[src/rtl/axi_eth_status_mc.sv]
// Per-channel Ethernet status monitor on AXI4-Lite: link state, sticky overrun/drop bits and edge counters.
// Define AXI_ETH_STATUS_IRQ_EN to add the irq output and the irq_mask register at index 31.
module axi_eth_status_mc #(
  parameter int NUM_CHANNELS = 2,
  parameter int CNT_WIDTH    = 16
) (
  input  logic                    axi_clk,
  input  logic                    axi_reset,
  input  logic [NUM_CHANNELS-1:0] channel_up,
  input  logic [NUM_CHANNELS-1:0] overrun,
  input  logic [NUM_CHANNELS-1:0] pkt_dropped,
  input  logic [31:0]             S_AXI_AWADDR,
  input  logic                    S_AXI_AWVALID,
  input  logic [2:0]              S_AXI_AWPROT,
  output logic                    S_AXI_AWREADY,
  input  logic [31:0]             S_AXI_WDATA,
  input  logic [3:0]              S_AXI_WSTRB,
  input  logic                    S_AXI_WVALID,
  output logic                    S_AXI_WREADY,
  output logic [1:0]              S_AXI_BRESP,
  output logic                    S_AXI_BVALID,
  input  logic                    S_AXI_BREADY,
  input  logic [31:0]             S_AXI_ARADDR,
  input  logic                    S_AXI_ARVALID,
  input  logic [2:0]              S_AXI_ARPROT,
  output logic                    S_AXI_ARREADY,
  output logic [31:0]             S_AXI_RDATA,
  output logic [1:0]              S_AXI_RRESP,
  output logic                    S_AXI_RVALID,
  input  logic                    S_AXI_RREADY
`ifdef AXI_ETH_STATUS_IRQ_EN
  ,
  output logic                    irq
`endif
);

  localparam logic [1:0] W_IDLE = 2'd0, W_ACK = 2'd1, W_RESP = 2'd2;
  localparam logic [1:0] R_IDLE = 2'd0, R_ACK = 2'd1, R_DATA = 2'd2;
  localparam logic [1:0] RESP_OKAY = 2'b00, RESP_DECERR = 2'b11;
  localparam logic [CNT_WIDTH-1:0] CNT_MAX = '1;
  localparam logic [4:0] IDX_END = 5'(4 + 2 * NUM_CHANNELS);
  localparam logic [7:0] ID_NCH = 8'(NUM_CHANNELS);
  localparam logic [7:0] ID_CW  = 8'(CNT_WIDTH);

  logic [1:0]              w_state_q, r_state_q;
  logic [1:0]              bresp_q, rresp_q;
  logic [31:0]             rdata_q;
  logic [NUM_CHANNELS-1:0] ovr_prev_q, drp_prev_q;
  logic [NUM_CHANNELS-1:0] ovr_sticky_q, drp_sticky_q;
  logic [NUM_CHANNELS-1:0] ovr_sticky_d, drp_sticky_d;
  logic [CNT_WIDTH-1:0]    ovr_cnt_q [NUM_CHANNELS];
  logic [CNT_WIDTH-1:0]    drp_cnt_q [NUM_CHANNELS];
  logic [NUM_CHANNELS-1:0] ovr_rise, drp_rise;
  logic [4:0]              wr_idx, rd_idx;
  logic                    wr_hs, rd_hs;
  logic [31:0]             rd_data;
  logic [1:0]              rd_resp;
  logic                    unused_ok;

  // A clear and an edge in the same cycle leave the counter at one.
  function automatic logic [CNT_WIDTH-1:0] cnt_next(input logic [CNT_WIDTH-1:0] cur,
                                                    input logic rise, input logic clr);
    if (clr)
      cnt_next = rise ? CNT_WIDTH'(1) : '0;
    else if (rise && cur != CNT_MAX)
      cnt_next = cur + CNT_WIDTH'(1);
    else
      cnt_next = cur;
  endfunction

  function automatic logic idx_mapped(input logic [4:0] idx);
`ifdef AXI_ETH_STATUS_IRQ_EN
    idx_mapped = (idx < IDX_END) || (idx == 5'd31);
`else
    idx_mapped = (idx < IDX_END);
`endif
  endfunction

  assign ovr_rise = overrun & ~ovr_prev_q;
  assign drp_rise = pkt_dropped & ~drp_prev_q;
  assign wr_idx   = S_AXI_AWADDR[6:2];
  assign rd_idx   = S_AXI_ARADDR[6:2];
  assign wr_hs    = (w_state_q == W_ACK) && S_AXI_AWVALID && S_AXI_WVALID;
  assign rd_hs    = (r_state_q == R_ACK) && S_AXI_ARVALID;

  assign ovr_sticky_d = (ovr_sticky_q & ~((wr_hs && wr_idx == 5'd2) ? S_AXI_WDATA[NUM_CHANNELS-1:0] : '0))
                        | ovr_rise;
  assign drp_sticky_d = (drp_sticky_q & ~((wr_hs && wr_idx == 5'd3) ? S_AXI_WDATA[NUM_CHANNELS-1:0] : '0))
                        | drp_rise;

  assign unused_ok = ^{S_AXI_AWPROT, S_AXI_ARPROT, S_AXI_WSTRB, S_AXI_WDATA,
                       S_AXI_AWADDR[31:7], S_AXI_AWADDR[1:0], S_AXI_ARADDR[31:7], S_AXI_ARADDR[1:0]};

  assign S_AXI_AWREADY = (w_state_q == W_ACK);
  assign S_AXI_WREADY  = (w_state_q == W_ACK);
  assign S_AXI_BVALID  = (w_state_q == W_RESP);
  assign S_AXI_BRESP   = bresp_q;
  assign S_AXI_ARREADY = (r_state_q == R_ACK);
  assign S_AXI_RVALID  = (r_state_q == R_DATA);
  assign S_AXI_RDATA   = rdata_q;
  assign S_AXI_RRESP   = rresp_q;

`ifdef AXI_ETH_STATUS_IRQ_EN
  logic [NUM_CHANNELS-1:0] ovr_mask_q, drp_mask_q;
  logic                    irq_q;

  always_ff @(posedge axi_clk) begin
    if (axi_reset) begin
      ovr_mask_q <= '0;
      drp_mask_q <= '0;
      irq_q      <= 1'b0;
    end else begin
      if (wr_hs && wr_idx == 5'd31) begin
        ovr_mask_q <= S_AXI_WDATA[NUM_CHANNELS-1:0];
        drp_mask_q <= S_AXI_WDATA[8 +: NUM_CHANNELS];
      end
      irq_q <= (|(ovr_sticky_q & ovr_mask_q)) | (|(drp_sticky_q & drp_mask_q));
    end
  end
  assign irq = irq_q;
`endif

  always_comb begin
    rd_data = '0;
    rd_resp = RESP_OKAY;
    case (rd_idx)
      5'd0: rd_data = {16'h0, ID_NCH, ID_CW};
      5'd1: rd_data = 32'(channel_up);
      5'd2: rd_data = 32'(ovr_sticky_q);
      5'd3: rd_data = 32'(drp_sticky_q);
`ifdef AXI_ETH_STATUS_IRQ_EN
      5'd31: rd_data = 32'(ovr_mask_q) | (32'(drp_mask_q) << 8);
`endif
      default: begin
        rd_resp = RESP_DECERR;
        for (int i = 0; i < NUM_CHANNELS; i++) begin
          if (rd_idx == 5'(4 + 2 * i)) begin
            rd_data = 32'(ovr_cnt_q[i]);
            rd_resp = RESP_OKAY;
          end
          if (rd_idx == 5'(5 + 2 * i)) begin
            rd_data = 32'(drp_cnt_q[i]);
            rd_resp = RESP_OKAY;
          end
        end
      end
    endcase
  end

  always_ff @(posedge axi_clk) begin
    if (axi_reset) begin
      ovr_prev_q   <= '0;
      drp_prev_q   <= '0;
      ovr_sticky_q <= '0;
      drp_sticky_q <= '0;
      for (int i = 0; i < NUM_CHANNELS; i++) begin
        ovr_cnt_q[i] <= '0;
        drp_cnt_q[i] <= '0;
      end
    end else begin
      ovr_prev_q   <= overrun;
      drp_prev_q   <= pkt_dropped;
      ovr_sticky_q <= ovr_sticky_d;
      drp_sticky_q <= drp_sticky_d;
      for (int i = 0; i < NUM_CHANNELS; i++) begin
        ovr_cnt_q[i] <= cnt_next(ovr_cnt_q[i], ovr_rise[i], wr_hs && wr_idx == 5'(4 + 2 * i));
        drp_cnt_q[i] <= cnt_next(drp_cnt_q[i], drp_rise[i], wr_hs && wr_idx == 5'(5 + 2 * i));
      end
    end
  end

  always_ff @(posedge axi_clk) begin
    if (axi_reset) begin
      w_state_q <= W_IDLE;
      bresp_q   <= RESP_OKAY;
    end else begin
      case (w_state_q)
        W_IDLE: if (S_AXI_AWVALID && S_AXI_WVALID) w_state_q <= W_ACK;
        W_ACK: begin
          if (wr_hs) begin
            bresp_q   <= idx_mapped(wr_idx) ? RESP_OKAY : RESP_DECERR;
            w_state_q <= W_RESP;
          end else begin
            w_state_q <= W_IDLE;
          end
        end
        W_RESP:  if (S_AXI_BREADY) w_state_q <= W_IDLE;
        default: w_state_q <= W_IDLE;
      endcase
    end
  end

  // Read data is captured at the address handshake and held until RREADY.
  always_ff @(posedge axi_clk) begin
    if (axi_reset) begin
      r_state_q <= R_IDLE;
      rdata_q   <= '0;
      rresp_q   <= RESP_OKAY;
    end else begin
      case (r_state_q)
        R_IDLE: if (S_AXI_ARVALID) r_state_q <= R_ACK;
        R_ACK: begin
          if (rd_hs) begin
            rdata_q   <= rd_data;
            rresp_q   <= rd_resp;
            r_state_q <= R_DATA;
          end else begin
            r_state_q <= R_IDLE;
          end
        end
        R_DATA:  if (S_AXI_RREADY) r_state_q <= R_IDLE;
        default: r_state_q <= R_IDLE;
      endcase
    end
  end

endmodule

[config.mk]
export PLATFORM = sky130hd
export DESIGN_NAME = axi_eth_status_mc
export DESIGN_NICKNAME = d
export VERILOG_FILES = /design/src/rtl/axi_eth_status_mc.sv
export SDC_FILE = /design/constraint.sdc
export NUM_CORES = 1
export LEC_CHECK = 0
export BUFFER_PORTS_ARGS = -buffer_cell sky130_fd_sc_hd__buf_2
export CAP_MARGIN = 30
export CORE_MARGIN = 3
export CORE_UTILIZATION = 31
export CTS_BUF_LIST = sky130_fd_sc_hd__clkbuf_16
export DETAILED_ROUTE_END_ITERATION = 16
export PLACE_DENSITY = 0.63
export SYNTH_ARGS = -nofsm -noshare
export SYNTH_HDL_FRONTEND = slang
export SYNTH_SLANG_ARGS = --single-unit
[constraint.sdc]
create_clock -name axi_clk -period 2.3 [get_ports axi_clk]
set_input_delay 0.46 -clock axi_clk [delete_from_list [all_inputs] [get_ports axi_clk]]
set_output_delay 0.46 -clock axi_clk [all_outputs]
set_load 0.02 [all_outputs]
; ---- Yosys cells after proc, flatten, opt, wreduce, memory -nomap -nowiden
; Memories as Yosys holds them, arrays and structs flattened.
; Cells that the tools add are included.
[totals]
out_inout_bits = 41
ramBits = 64
inputBits = 119
memories = 2
reg_bits = 48
wordCells = 121
[mem_list]
columns = memory, depth, word_bits, read_ports, rd_clocked_by_memory_dff, write_ports, line
row1 = drp_cnt_q, 2, 16, 2, 0, 2, 52  ; logic [CNT_WIDTH-1:0] drp_cnt_q [NUM_CHANNELS];
row2 = ovr_cnt_q, 2, 16, 2, 0, 2, 51  ; logic [CNT_WIDTH-1:0] ovr_cnt_q [NUM_CHANNELS];
[op_classes]
mux = 44
eq_ne = 25
addsub = 4
order_cmp = 1
n_reduce_logical = 22
bitwise_logic = 14
[op_table]
columns = op, n
row1 = 16-bit 2-to-1 mux, 17
row2 = 32-bit case mux with 4 select lines, 1
row3 = 32-bit 2-to-1 mux, 3
row4 = 16-bit by 1-bit adder with 16-bit output (second input constant), 4
row5 = 16-bit inequality test (second input constant), 4
row6 = 5-bit by 3-bit equality test with 1-bit output (second input constant), 8
row7 = 2-bit 2-to-1 mux, 14
row8 = 5-bit by 2-bit equality test with 1-bit output (second input constant), 4
row9 = 1-bit logical AND, 14
row10 = 2-bit case mux with 3 select lines, 2
row11 = 2-bit AND, 4
row12 = 2-bit NOT, 4
row13 = 2-bit AND reduction, 4
row14 = 1-bit 2-to-1 mux, 7
row15 = 5-bit by 1-bit equality test with 1-bit output (second input constant), 1
row16 = 5-bit logical NOT, 1
row17 = 5-bit by 4-bit < comparator with 1-bit output (second input constant), 1
row18 = 2-bit by 1-bit equality test with 1-bit output (second input constant), 2
row19 = 2-bit equality test (second input constant), 2
row20 = 2-bit logical NOT, 2
row21 = 2-bit by 1-bit inequality test with 1-bit output (second input constant), 2
row22 = 2-bit inequality test (second input constant), 2
row23 = 1-bit OR, 4
row24 = 2-bit OR, 2
row25 = 4-bit OR reduction, 1

; ---- Logic depth before layout (Yosys ltp)
; Gate-level depths: netlist of run 1.
[logic_depth]
word_depth = 8
ltp_mapped = 7
ltp_nobuf = 6

; ---- Least setup slack after synthesis of run 1
; OpenSTA, ideal clock, no wires.
[synth_path]
kind = flip-flop to flip-flop
from = mem drp_cnt_q[1][0] (netlist: drp_cnt_q[0][16])
to = mem drp_cnt_q[1][0] (netlist: drp_cnt_q[0][16])
setup_slack_ns = 0.584
synth_period_minus_slack_ns = 1.716
stages_incl_launch_ff = 7
path_buffers = 0
required_ns = 2.178
setup_ns = 0.122
t_arrival_ns = 1.594
cell_sequence = dfxtp_1 > ha_1 > nand3_1 > nor4_4 > and2_4 > nor4_1 > a311o_1
[synth_lines]
columns = element, line
row1 = "start, declared", 52

==> out/metrics.cfg, run 1 <==
[cells_and_area]
area_used_by_multi_input_combinational_logic_mm2 = 0.00295
storage_element_area_mm2 = 0.00188
share_of_post_route_cells_with_drive_strength_above_1 = 0.164
fillerInstances = 1633
area_growth_syn_to_layout_pct = 13.6
utilization = 0.368
fin_area_mm2 = 0.00572
count_of_non_filler_cells_in_the_finished_layout = 852
antenna-diode-count = 0
layout.nets = 762

[clock_tree]
cts_resized = 0
cts_setup_buffers = 0
clock-root-buffer = sky130_fd_sc_hd__clkbuf_16
cts_buffers = 9
clk_latency_ns = 0.34
tritoncts = yes
tritoncts_num_sinks = 94
cts_max_path_buffers = 2
ctsHoldBuffers = 0
htree_levels = 3
path_clk_slew_ns = 0.06

[floorplan]
die-width_um = 133
die-height_um = 133
i_o_pins = 160
rows = 45
effective_utilization_at_floorplan = 0.324
core_region_area_mm2 = 0.0155
design.die.area_mm2 = 0.0178

[run]
timing.max_cap.violations = 0

[critical_path]
critical_setup_path_kind = flop to flop
worstPathBufferInverterCount = 0
worst_path_largest_cell_delay_ns = 0.55
worstPathMaxFanout = 5
critical-path-top-delay-family = simple AND/OR/NAND/NOR gates
worstSetupEndpointType = flop
critical_path_top_delay_cell = sky130_fd_sc_hd__nor3_1
crit_path_start = drp_cnt_q[0][16]$_SDFFE_PP0P_
reg_to_reg_start = drp_cnt_q[0][16]$_SDFFE_PP0P_
worstPathCellList = ha_1, nand3_1, nor3_1, o21ai_0, xnor2_1, nor2_1
critical_path_required_ns = 2.53
worstPathArrival_ns = 2.17
startpoint_type = flop

[power]
power.net_switching_uw = 770
total_power_mw = 3.33
ir_worst_vdd_uv = 326
p_per_area_mw_per_mm2 = 581
cellInternalPower_mw = 2.56
clock_power_share = 0.422
seq_power_share = 0.504
pwr-share-comb = 0.073
leakagePower_nw = 2.08
power.share.switching = 0.232

[synth]
postSynth.asyncResetShare = 0
synth_top_area_share = 0.374
synth_largest_area_cell = sky130_fd_sc_hd__dfxtp_1
postSynth.topFlopCell = sky130_fd_sc_hd__dfxtp_1
synthCells = 590
netlist-cell-type-count = 70
yosys_warnings = 0
synthTopCellsByArea = sky130_fd_sc_hd__dfxtp_1, sky130_fd_sc_hd__nor2_1, sky130_fd_sc_hd__xnor2_1
seq_area_frac_synth = 0.374
ys_ff_latch = 94
mappedNetlistArea_mm2 = 0.00504
count_of_flip_flops_with_a_built_in_enable_after_synthesis = 0
synth_area_per_cell_um2 = 8.54

[drt]
routedWlPerCell_um = 14.3
drt_pass1_iterations = 4
postRouteWirelength_um = 12200
detailroute.wirelength.met3_um = 669
drtAntennaViolNets = 0
wl_met2_um = 5260
wirelength_met1_um = 6040
drc = 0
route.top_layer_used = met4
num_vias = 4294
route.detailed.vias_per_inst = 5.04
drt_iter0_markers = 349

[placed_design]
post_detailed_placement_half_perimeter_wirelength_um = 9390
place.gp.congestion = 0.831
pre_cts_slack_ns = 0.381
placed_cells_incl_taps = 839
io_buffers = 49
placed_cell_areas_mm2 = 0.00546

[global_routing]
maximum_number_of_pins_on_one_net_before_global_route_repair = 24
globalRouteOverflowTotal = 0
grt_pass1_vias = 3980
antenna_found_initial = 0
grt_first_pass_wirelength_um = 20300
grt_overall_usage = 0.141

[worst_hold_path]
min-delay-path-class = input port to flop
timing.hold.worst.start = S_AXI_AWVALID

[status]
outcome = finished clean

[timing]
final_period_minus_worst_setup_slack_ns = 1.93
setup_repair_after_global_routing_missed_its_margin = false
fin_clk_skew_ns = 0.00707
hold_viol_final = 0
setup-tns-final_ns = 0
finalHoldWorstSlack_ns = 0.367
setup_viol_count_final = 0
fmax_ghz = 0.518
worst-slew-pin-transition_ns = 0.966
final_critical_path_setup_slack_ns = 0.368
slew_violations = 0
slew-limit-headroom = 0.353
min_period_over_period = 0.840

[area by class of cell]
cell class | instances | area share
Clock buffer | 9 | 0.0393
Clock inverter | 4 | 0.00743
Inverter | 6 | 0.00393
Multi-Input combinational cell | 466 | 0.515
Sequential cell | 94 | 0.329
Tap cell | 211 | 0.0461
Timing Repair Buffer | 62 | 0.0599
[sequential cells by signal, summed over array words and instances, names as in the netlist]
| register | cells |
|---|---|
| drp_prev_q | 2 |
| w_state_q | 2 |
| drp_sticky_q | 2 |
| r_state_q | 2 |
| ovr_prev_q | 2 |
| S_AXI_RDATA | 16 |
| ovr_cnt_q | 32 |
| S_AXI_RRESP | 1 |
| drp_cnt_q | 32 |
| S_AXI_BRESP | 1 |
| ovr_sticky_q | 2 |
[worst reg2reg max path, delay by kind of cell, from the launching register on]
kind            cells  cell delay, ns
fa+ha+maj           1            0.20
flops               1            0.40
simple gates        3            0.78
xor+xnor            1            0.19
compound gates      1            0.25
[path summary, 6_finish.rpt]
check | endpoint | slack [ns] | cells after the start
min reg2reg | S_AXI_RDATA[10]$_SDFFE_PP0P_ | 0.44 | 2
min | w_state_q[0]$_SDFFE_PP0P_ | 0.37 | 3
max reg2reg | drp_cnt_q[0][22]$_SDFFE_PP0P_ | 0.37 | 6
max | drp_cnt_q[0][22]$_SDFFE_PP0P_ | 0.37 | 6
[kinds of logic (layout without fill, tap and decap cells)]
kind of cell / Yosys count / count (layout) / synth area share
and+or+nand+nor: 270 / 270 / 0.300
xor gates and xnor gates: 41 / 41 / 0.0713
buffers and inverters: 45 / 81 / 0.0529
AOI/OAI and AO/OA: 112 / 112 / 0.134
muxes: 23 / 23 / 0.0574
adders and majority gates: 4 / 4 / 0.00994
other: 1 / 16 / 0.000744
DFF: 94 / 94 / 0.374
[metal layers]
metal	GRT usage	vias to the layer above
met3	0.0374	15
li1	-	2179
met2	0.212	105
met4	0.0406	0
met1	0.198	1995
met5	0	-
[power groups by stage]
stage	clock network [mW]	logic (mW)	registers, mW
after global routing	1.52	0.271	1.68
after CTS	1.45	0.245	1.68
after global placement	0	0.242	1.71
after detailed placement	0	0.244	1.71
after floorplan	0	0.183	1.71
final	1.40	0.244	1.68
[Yosys cell counts, types with 3 or more instances]
cell type	number
sky130_fd_sc_hd__inv_1	6
sky130_fd_sc_hd__o21ai_0	46
sky130_fd_sc_hd__nor2_1	64
sky130_fd_sc_hd__nand3b_1	5
sky130_fd_sc_hd__and2_1	4
sky130_fd_sc_hd__a211oi_1	5
sky130_fd_sc_hd__nand2b_1	13
sky130_fd_sc_hd__clkbuf_1	7
sky130_fd_sc_hd__buf_2	9
sky130_fd_sc_hd__mux2i_1	15
sky130_fd_sc_hd__buf_4	21
sky130_fd_sc_hd__nor4_1	9
sky130_fd_sc_hd__xnor2_1	27
sky130_fd_sc_hd__a22oi_1	13
sky130_fd_sc_hd__xor2_1	14
sky130_fd_sc_hd__dfxtp_1	94
sky130_fd_sc_hd__nand2_1	53
sky130_fd_sc_hd__or3_1	9
sky130_fd_sc_hd__or2_2	3
sky130_fd_sc_hd__nor2b_1	13
sky130_fd_sc_hd__nand3_1	16
sky130_fd_sc_hd__and3_1	8
sky130_fd_sc_hd__nor3_1	19
sky130_fd_sc_hd__mux2_2	3
sky130_fd_sc_hd__mux4_2	4
sky130_fd_sc_hd__nand4_1	16
sky130_fd_sc_hd__and4_1	7
sky130_fd_sc_hd__ha_1	4
sky130_fd_sc_hd__nor3b_1	4
sky130_fd_sc_hd__a21oi_1	31
[cells in the final DEF (no fill, tap or decap), drive strengths merged, types with 10 or more instances in the layout]
master	count
dfxtp	94
or3	10
o21ai	47
nand2	54
xnor2	27
nor3	21
buf	62
mux2i	15
conb	16
nand3	18
nor4	11
nand2b	13
xor2	14
nor2	65
nand4	18
a22oi	13
a21oi	32
nor2b	13
Power figures use the tool's default switching activity.
==> inputs of run 2 (changes only) <==
ABC_AREA = 1   (was not set)
PLACE_DENSITY = 0.62   (was 0.63)
clock period = 1.83 ns   (was 2.3 ns; I/O delays follow)
==> out/metrics.cfg, run 2 <==
[critical_path]
critical_path_required_ns = 2.09  ; -0.44 ns
critical_setup_path_kind = flop to flop
critical-path-top-delay-family = simple AND/OR/NAND/NOR gates
worstPathMaxFanout = 8  ; +3
worstPathBufferInverterCount = 2  ; +2
worstSetupEndpointType = flop
reg2regPathDepth = 11  ; +5
worstPathCellList = ha_1, nand3_2, nor2_4, nand2_2, inv_2, nand2_2, nand2_4, buf_4, nand3_1, nand2_1, nor2_1
worst_path_largest_cell_delay_ns = 0.42  ; -0.13 ns
critical_path_top_delay_cell = sky130_fd_sc_hd__dfxtp_1
worstPathArrival_ns = 1.89  ; -0.28 ns
critical_path_cell_count = 11  ; +5
timing.critical_path.mode_cell = sky130_fd_sc_hd__nand2_2
startpoint_type = flop

[drt]
drc = 0  ; unchanged
drtAntennaViolNets = 0  ; unchanged
num_vias = 5616  ; +31%
drt_pass1_iterations = 5  ; +1
drt_iter0_markers = 573  ; +64%
wirelength_met1_um = 7720  ; +28%
routedWlPerCell_um = 13.3  ; -6.9%
postRouteWirelength_um = 15600  ; +27%
wl_met2_um = 6480  ; +23%
detailroute.wirelength.met3_um = 787  ; +18%
route.top_layer_used = met4
route.detailed.vias_per_inst = 4.82  ; -4.4%

[global_routing]
grt_overall_usage = 0.158  ; +0.0171
antenna_found_initial = 0  ; unchanged
globalRouteOverflowTotal = 0  ; unchanged
maximum_number_of_pins_on_one_net_before_global_route_repair = 19  ; -21%
grt_first_pass_wirelength_um = 25200  ; +24%
grt_pass1_vias = 5018  ; +26%

[floorplan]
effective_utilization_at_floorplan = 0.320  ; -0.00395
core_region_area_mm2 = 0.0175  ; +13%
die-width_um = 141  ; +5.3%
design.die.area_mm2 = 0.0198  ; +11%
i_o_pins = 160  ; unchanged
die-height_um = 141  ; +5.3%
rows = 48  ; +6.7%

[worst_hold_path]
whs_path_depth = 3  ; unchanged
min-delay-path-class = input port to flop

[power]
total_power_mw = 4.52  ; +36%
p_per_area_mw_per_mm2 = 698  ; +20%
leakagePower_nw = 2.53  ; +22%
ir_worst_vdd_uv = 525  ; +61%

[synth]
netlist-cell-type-count = 33  ; -53%
synthTopCellsByArea = sky130_fd_sc_hd__dfxtp_1, sky130_fd_sc_hd__nand2_1, sky130_fd_sc_hd__a21oi_1
synthCells = 869  ; +47%
mappedNetlistArea_mm2 = 0.00562  ; +11%
synth.most_common_cell = sky130_fd_sc_hd__nand2_1
seq_area_frac_synth = 0.335  ; -0.0385
yosys_warnings = 0  ; unchanged
postSynth.topFlopCell = sky130_fd_sc_hd__dfxtp_1
postSynth.asyncResetShare = 0  ; unchanged
synth_largest_area_cell = sky130_fd_sc_hd__dfxtp_1
synth_top_area_share = 0.335  ; -0.0385
count_of_flip_flops_with_a_built_in_enable_after_synthesis = 0  ; unchanged
synth_commonest_cells = sky130_fd_sc_hd__nand2_1, sky130_fd_sc_hd__a21oi_1, sky130_fd_sc_hd__dfxtp_1, sky130_fd_sc_hd__nor2_1, sky130_fd_sc_hd__inv_1
synth_area_per_cell_um2 = 6.46  ; -24%
ys_ff_latch = 94  ; unchanged

[placed_design]
place.gp.congestion = 0.935  ; +13%
pre_cts_slack_ns = 0.0923  ; -0.288 ns
placed_cells_incl_taps = 1150  ; +37%
io_buffers = 49  ; unchanged
post_detailed_placement_half_perimeter_wirelength_um = 12100  ; +29%

[run]
timing.max_cap.violations = 0  ; unchanged

[clock_tree]
clock-root-buffer = sky130_fd_sc_hd__clkbuf_16
cts_max_path_buffers = 2  ; unchanged
tritoncts = yes
path_clk_slew_ns = 0.07  ; about the same
clk_latency_ns = 0.36  ; +0.02 ns
ctsHoldBuffers = 0  ; unchanged
cts_setup_buffers = 0  ; unchanged
cts_buffers = 9  ; unchanged
tritoncts_num_sinks = 94  ; unchanged
htree_levels = 3  ; unchanged

[cells_and_area]
utilization = 0.369  ; +0.000793
area_growth_syn_to_layout_pct = 15.3
antenna-diode-count = 0  ; unchanged
share_of_post_route_cells_with_drive_strength_above_1 = 0.139  ; -0.0244
count_of_non_filler_cells_in_the_finished_layout = 1165  ; +37%
layout.nets = 1059  ; +39%
top_library_cells_by_usage_in_the_layout_fill_and_taps_aside = sky130_fd_sc_hd__nand2_1, sky130_fd_sc_hd__a21oi_1, sky130_fd_sc_hd__dfxtp_1
mostFrequentLayoutCell = sky130_fd_sc_hd__nand2_1

[timing]
setup-tns-final_ns = 0  ; unchanged
final_period_minus_worst_setup_slack_ns = 1.64  ; -0.294 ns
setup_viol_count_final = 0  ; unchanged
slew_violations = 0  ; unchanged
fin_clk_skew_ns = 0.00921  ; +0.00214 ns
final_critical_path_setup_slack_ns = 0.192  ; -0.176 ns
fmax_ghz = 0.610  ; +18%
setup_repair_after_global_routing_missed_its_margin = false
hold_viol_final = 0  ; unchanged
min_period_over_period = 0.895  ; +0.0552

[status]
outcome = finished clean

[run 2: cell count changes in the layout (fill, tap and decap cells not counted), moves of 15 or more]
cell,before,now
sky130_fd_sc_hd__o21ai_0,46,28
sky130_fd_sc_hd__nand2_1,53,238
sky130_fd_sc_hd__buf_4,13,34
sky130_fd_sc_hd__xnor2_1,27,5
sky130_fd_sc_hd__inv_1,7,91
sky130_fd_sc_hd__a21oi_1,31,95
sky130_fd_sc_hd__xor2_1,14,33
sky130_fd_sc_hd__mux2i_1,15,0
sky130_fd_sc_hd__nand3_1,16,59
sky130_fd_sc_hd__nor2_1,64,90
[run 2: metrics by stage]
step	area (µm²)	hold slack, ns
6_report	6470	0.225
5_1_grt	6470	0.230
4_1_cts	6460	0.225
3_5_place_dp	6160	0.457
3_3_place_gp	6160	0.441
2_1_floorplan	5670	0.423
[run 2: cell families after synthesis]
family / Yosys count / share of synthesized area
simple gates: 447 / 0.344
compound gates: 143 / 0.132
buf+inv: 142 / 0.119
flops: 94 / 0.335
xor+xnor: 38 / 0.0593
fa+ha+maj: 4 / 0.00891
other cells: 1 / 0.000668
[run 2: final timing paths]
check	to	slack (ns)	start
worst min register to register	r_state_q[0]$_SDFFE_PP0P_	0.46	r_state_q[0]$_SDFFE_PP0P_
worst max-delay path	drp_cnt_q[0][16]$_SDFFE_PP0P_	0.19	drp_cnt_q[0][17]$_SDFFE_PP0P_
worst max register to register	drp_cnt_q[0][16]$_SDFFE_PP0P_	0.19	drp_cnt_q[0][17]$_SDFFE_PP0P_
worst min-delay path	drp_prev_q[1]$_SDFF_PP0_	0.22	pkt_dropped[1]
[run 2: per-layer routing]
layer,vias up,GRT usage
met4,0,0.0699
met3,29,0.0305
met5,-,0
li1,2899,-
met2,169,0.231
met1,2519,0.225
[run 2: where the power goes]
group / leakage, nW / internal (mW) / switching (mW)
Sequential: 0.762 / 2.08 / 0.0239
Clock: 0.156 / 1.18 / 0.822
Combinational: 1.61 / 0.128 / 0.285
Total: 2.53 / 3.39 / 1.13
[run 2: repair_timing]
item                                    CTS  global route
endpoints found under the hold margin     0             0
endpoints found under the setup margin    0             4
resized for setup                         0             3
[run 2: layout make-up]
type | instances | area, µm²
clock buffer | 9 | 225
clock inverter | 6 | 78.8
fill | 1915 | 11100
inverter | 100 | 375
multi-input combinational | 648 | 3130
sequential | 94 | 1880
tap | 225 | 282
timing repair buffer | 83 | 500
[run 2: tightest hold or removal path, stage by stage]
cell                     delay (ns)
sky130_fd_sc_hd__buf_2         0.07
sky130_fd_sc_hd__inv_1         0.04
sky130_fd_sc_hd__nor2_1        0.07
==> inputs of run 3 (changes only) <==
REMOVE_ABC_BUFFERS = 1   (was not set)
==> out/metrics.cfg, run 3 (synthesized netlist as in run 2, its figures left out) <==
[drt]
drt_iter0_markers = 608  ; +6.1%
routedWlPerCell_um = 13.5  ; +0.79%
drt_pass1_iterations = 7  ; +2
drtAntennaViolNets = 0  ; unchanged
route.detailed.vias_per_inst = 4.80  ; -0.48%
postRouteWirelength_um = 15800  ; +1.7%
num_vias = 5642  ; +0.46%
drc = 0  ; unchanged

[cells_and_area]
antenna-diode-count = 0  ; unchanged
utilization = 0.372  ; +0.00235
share_of_post_route_cells_with_drive_strength_above_1 = 0.148  ; +0.00890
layout.nets = 1070  ; +1.0%
area_growth_syn_to_layout_pct = 16.0
top_library_cells_by_usage_in_the_layout_fill_and_taps_aside = sky130_fd_sc_hd__nand2_1, sky130_fd_sc_hd__a21oi_1, sky130_fd_sc_hd__dfxtp_1
mostFrequentLayoutCell = sky130_fd_sc_hd__nand2_1
fin_area_mm2 = 0.00652  ; +0.64%

[timing]
hold_viol_final = 0  ; unchanged
finalHoldWorstSlack_ns = 0.222  ; -0.00316 ns
fmax_ghz = 0.592  ; -3.0%
final_period_minus_worst_setup_slack_ns = 1.69  ; +0.0509 ns
setup_repair_after_global_routing_missed_its_margin = true
setup_viol_count_final = 0  ; unchanged
slew_violations = 0  ; unchanged
min_period_over_period = 0.923  ; +0.0278
fin_clk_skew_ns = 0.00594  ; -0.00326 ns

[global_routing]
grt_pass1_vias = 5018  ; unchanged
antenna_found_initial = 0  ; unchanged
maximum_number_of_pins_on_one_net_before_global_route_repair = 21  ; +2
grt_first_pass_wirelength_um = 25600  ; +1.5%
globalRouteOverflowTotal = 0  ; unchanged
grt_overall_usage = 0.161  ; +0.00276

[placed_design]
place.gp.congestion = 0.901  ; -3.6%
placed_cell_areas_mm2 = 0.00623  ; +1.1%
post_detailed_placement_half_perimeter_wirelength_um = 12100  ; about the same
io_buffers = 49  ; unchanged

[worst_hold_path]
whs_path_depth = 3  ; unchanged
min_to = ovr_prev_q[1]$_SDFF_PP0_
min-delay-path-class = input port to flop
timing.hold.worst.start = overrun[1]

[run]
timing.max_cap.violations = 0  ; unchanged

[power]
ir_worst_vdd_uv = 443  ; -16%
p_per_area_mw_per_mm2 = 652  ; -6.5%
leakagePower_nw = 2.57  ; +1.3%

[clock_tree]
htree_levels = 3  ; unchanged
path_clk_slew_ns = 0.07  ; about the same
tritoncts_num_sinks = 94  ; unchanged
ctsHoldBuffers = 0  ; unchanged
cts_buffers = 9  ; unchanged
tritoncts = yes
clock-root-buffer = sky130_fd_sc_hd__clkbuf_16
cts_max_path_buffers = 2  ; unchanged
clk_latency_ns = 0.36  ; about the same

[critical_path]
critical_setup_path_kind = flop to flop
worstPathMaxFanout = 9  ; +1
startpoint_type = flop
reg_to_reg_start = ovr_cnt_q[0][0]$_SDFFE_PP0P_
ff2ff_setup_slack_ns = 0.14  ; -0.05 ns
worstSetupEndpointType = flop
critical_path_required_ns = 2.12  ; +0.03 ns
reg2regPathDepth = 8  ; -3
timing.rr.end = ovr_cnt_q[0][3]$_SDFFE_PP0P_
worstPathArrival_ns = 1.98  ; +0.09 ns

[floorplan]
core_region_area_mm2 = 0.0175  ; unchanged
rows = 48  ; unchanged
i_o_pins = 160  ; unchanged
die-width_um = 141  ; unchanged
die-height_um = 141  ; unchanged
design.die.area_mm2 = 0.0198  ; unchanged
effective_utilization_at_floorplan = 0.320  ; unchanged

[status]
outcome = finished clean

run 3: layout make-up:
| class | count | area [µm²] |
|---|---|---|
| Fill cell | 1932 | 11000 |
| Multi-Input combinational cell | 648 | 3130 |
| Sequential cell | 94 | 1880 |
| Timing Repair Buffer | 94 | 583 |
| Inverter | 100 | 378 |
| Tap cell | 225 | 282 |
| Clock buffer | 9 | 225 |
| Clock inverter | 6 | 31.3 |
run 3: layer usage:
layer,track usage,routed length [µm],vias up
li1,-,-,2931
met1,0.232,7980,2535
met2,0.238,6670,155
met3,0.0299,784,21
met4,0.0576,394,0
met5,0,0,-
run 3: stage by stage:
| stage | setup TNS [ns] | instances | total power [mW] | setup slack (ns) |
|---|---|---|---|---|
| after global placement | 0 | 1159 | 2.56 | 0.109 |
| after floorplan | 0 | 842 | 2.38 | 0.131 |
| after global routing | -0.00497 | 1176 | 4.42 | -0.00497 |
| after detailed placement | 0 | 1159 | 2.57 | 0.0686 |
| after CTS | 0 | 1174 | 4.29 | 0.0555 |
| final | 0 | 1176 | 4.25 | 0.141 |
run 3: critical path: stages, from the launching register on:
cell and delay [ns]:
sky130_fd_sc_hd__dfxtp_1 0.37, sky130_fd_sc_hd__ha_1 0.23, sky130_fd_sc_hd__nand3_1 0.14, sky130_fd_sc_hd__nor2_2 0.21, sky130_fd_sc_hd__nand2_1 0.15, sky130_fd_sc_hd__nand2_4 0.14, sky130_fd_sc_hd__buf_4 0.18, sky130_fd_sc_hd__o21ai_0 0.08
sky130_fd_sc_hd__a21oi_1 0.12
run 3: where the power goes:
part / leakage [nW] / switching (mW) / internal (mW)
clock: 0.132 / 0.820 / 0.899
sequential: 0.762 / 0.0230 / 2.08
combinational: 1.67 / 0.292 / 0.134
run 3: what timing repair did:
item | CTS | global route
setup endpoints to repair | 0 | 17
setup buffers | 0 | 2
resized for setup | 0 | 5
run 3: how the worst max path moves through the flow:
stage | depth (start not counted) | to | start
floorplan | 7 | ovr_cnt_q[0][12]$_SDFFE_PP0P_ | w_state_q[0]$_SDFFE_PP0P_
global placement | 8 | ovr_cnt_q[0][2]$_SDFFE_PP0P_ | ovr_cnt_q[0][0]$_SDFFE_PP0P_
detailed placement | 8 | ovr_cnt_q[0][4]$_SDFFE_PP0P_ | ovr_cnt_q[0][0]$_SDFFE_PP0P_
CTS | 8 | ovr_cnt_q[0][2]$_SDFFE_PP0P_ | ovr_cnt_q[0][0]$_SDFFE_PP0P_
global route | 8 | ovr_cnt_q[0][17]$_SDFFE_PP0P_ | ovr_cnt_q[0][16]$_SDFFE_PP0P_
finish | 8 | ovr_cnt_q[0][3]$_SDFFE_PP0P_ | ovr_cnt_q[0][0]$_SDFFE_PP0P_
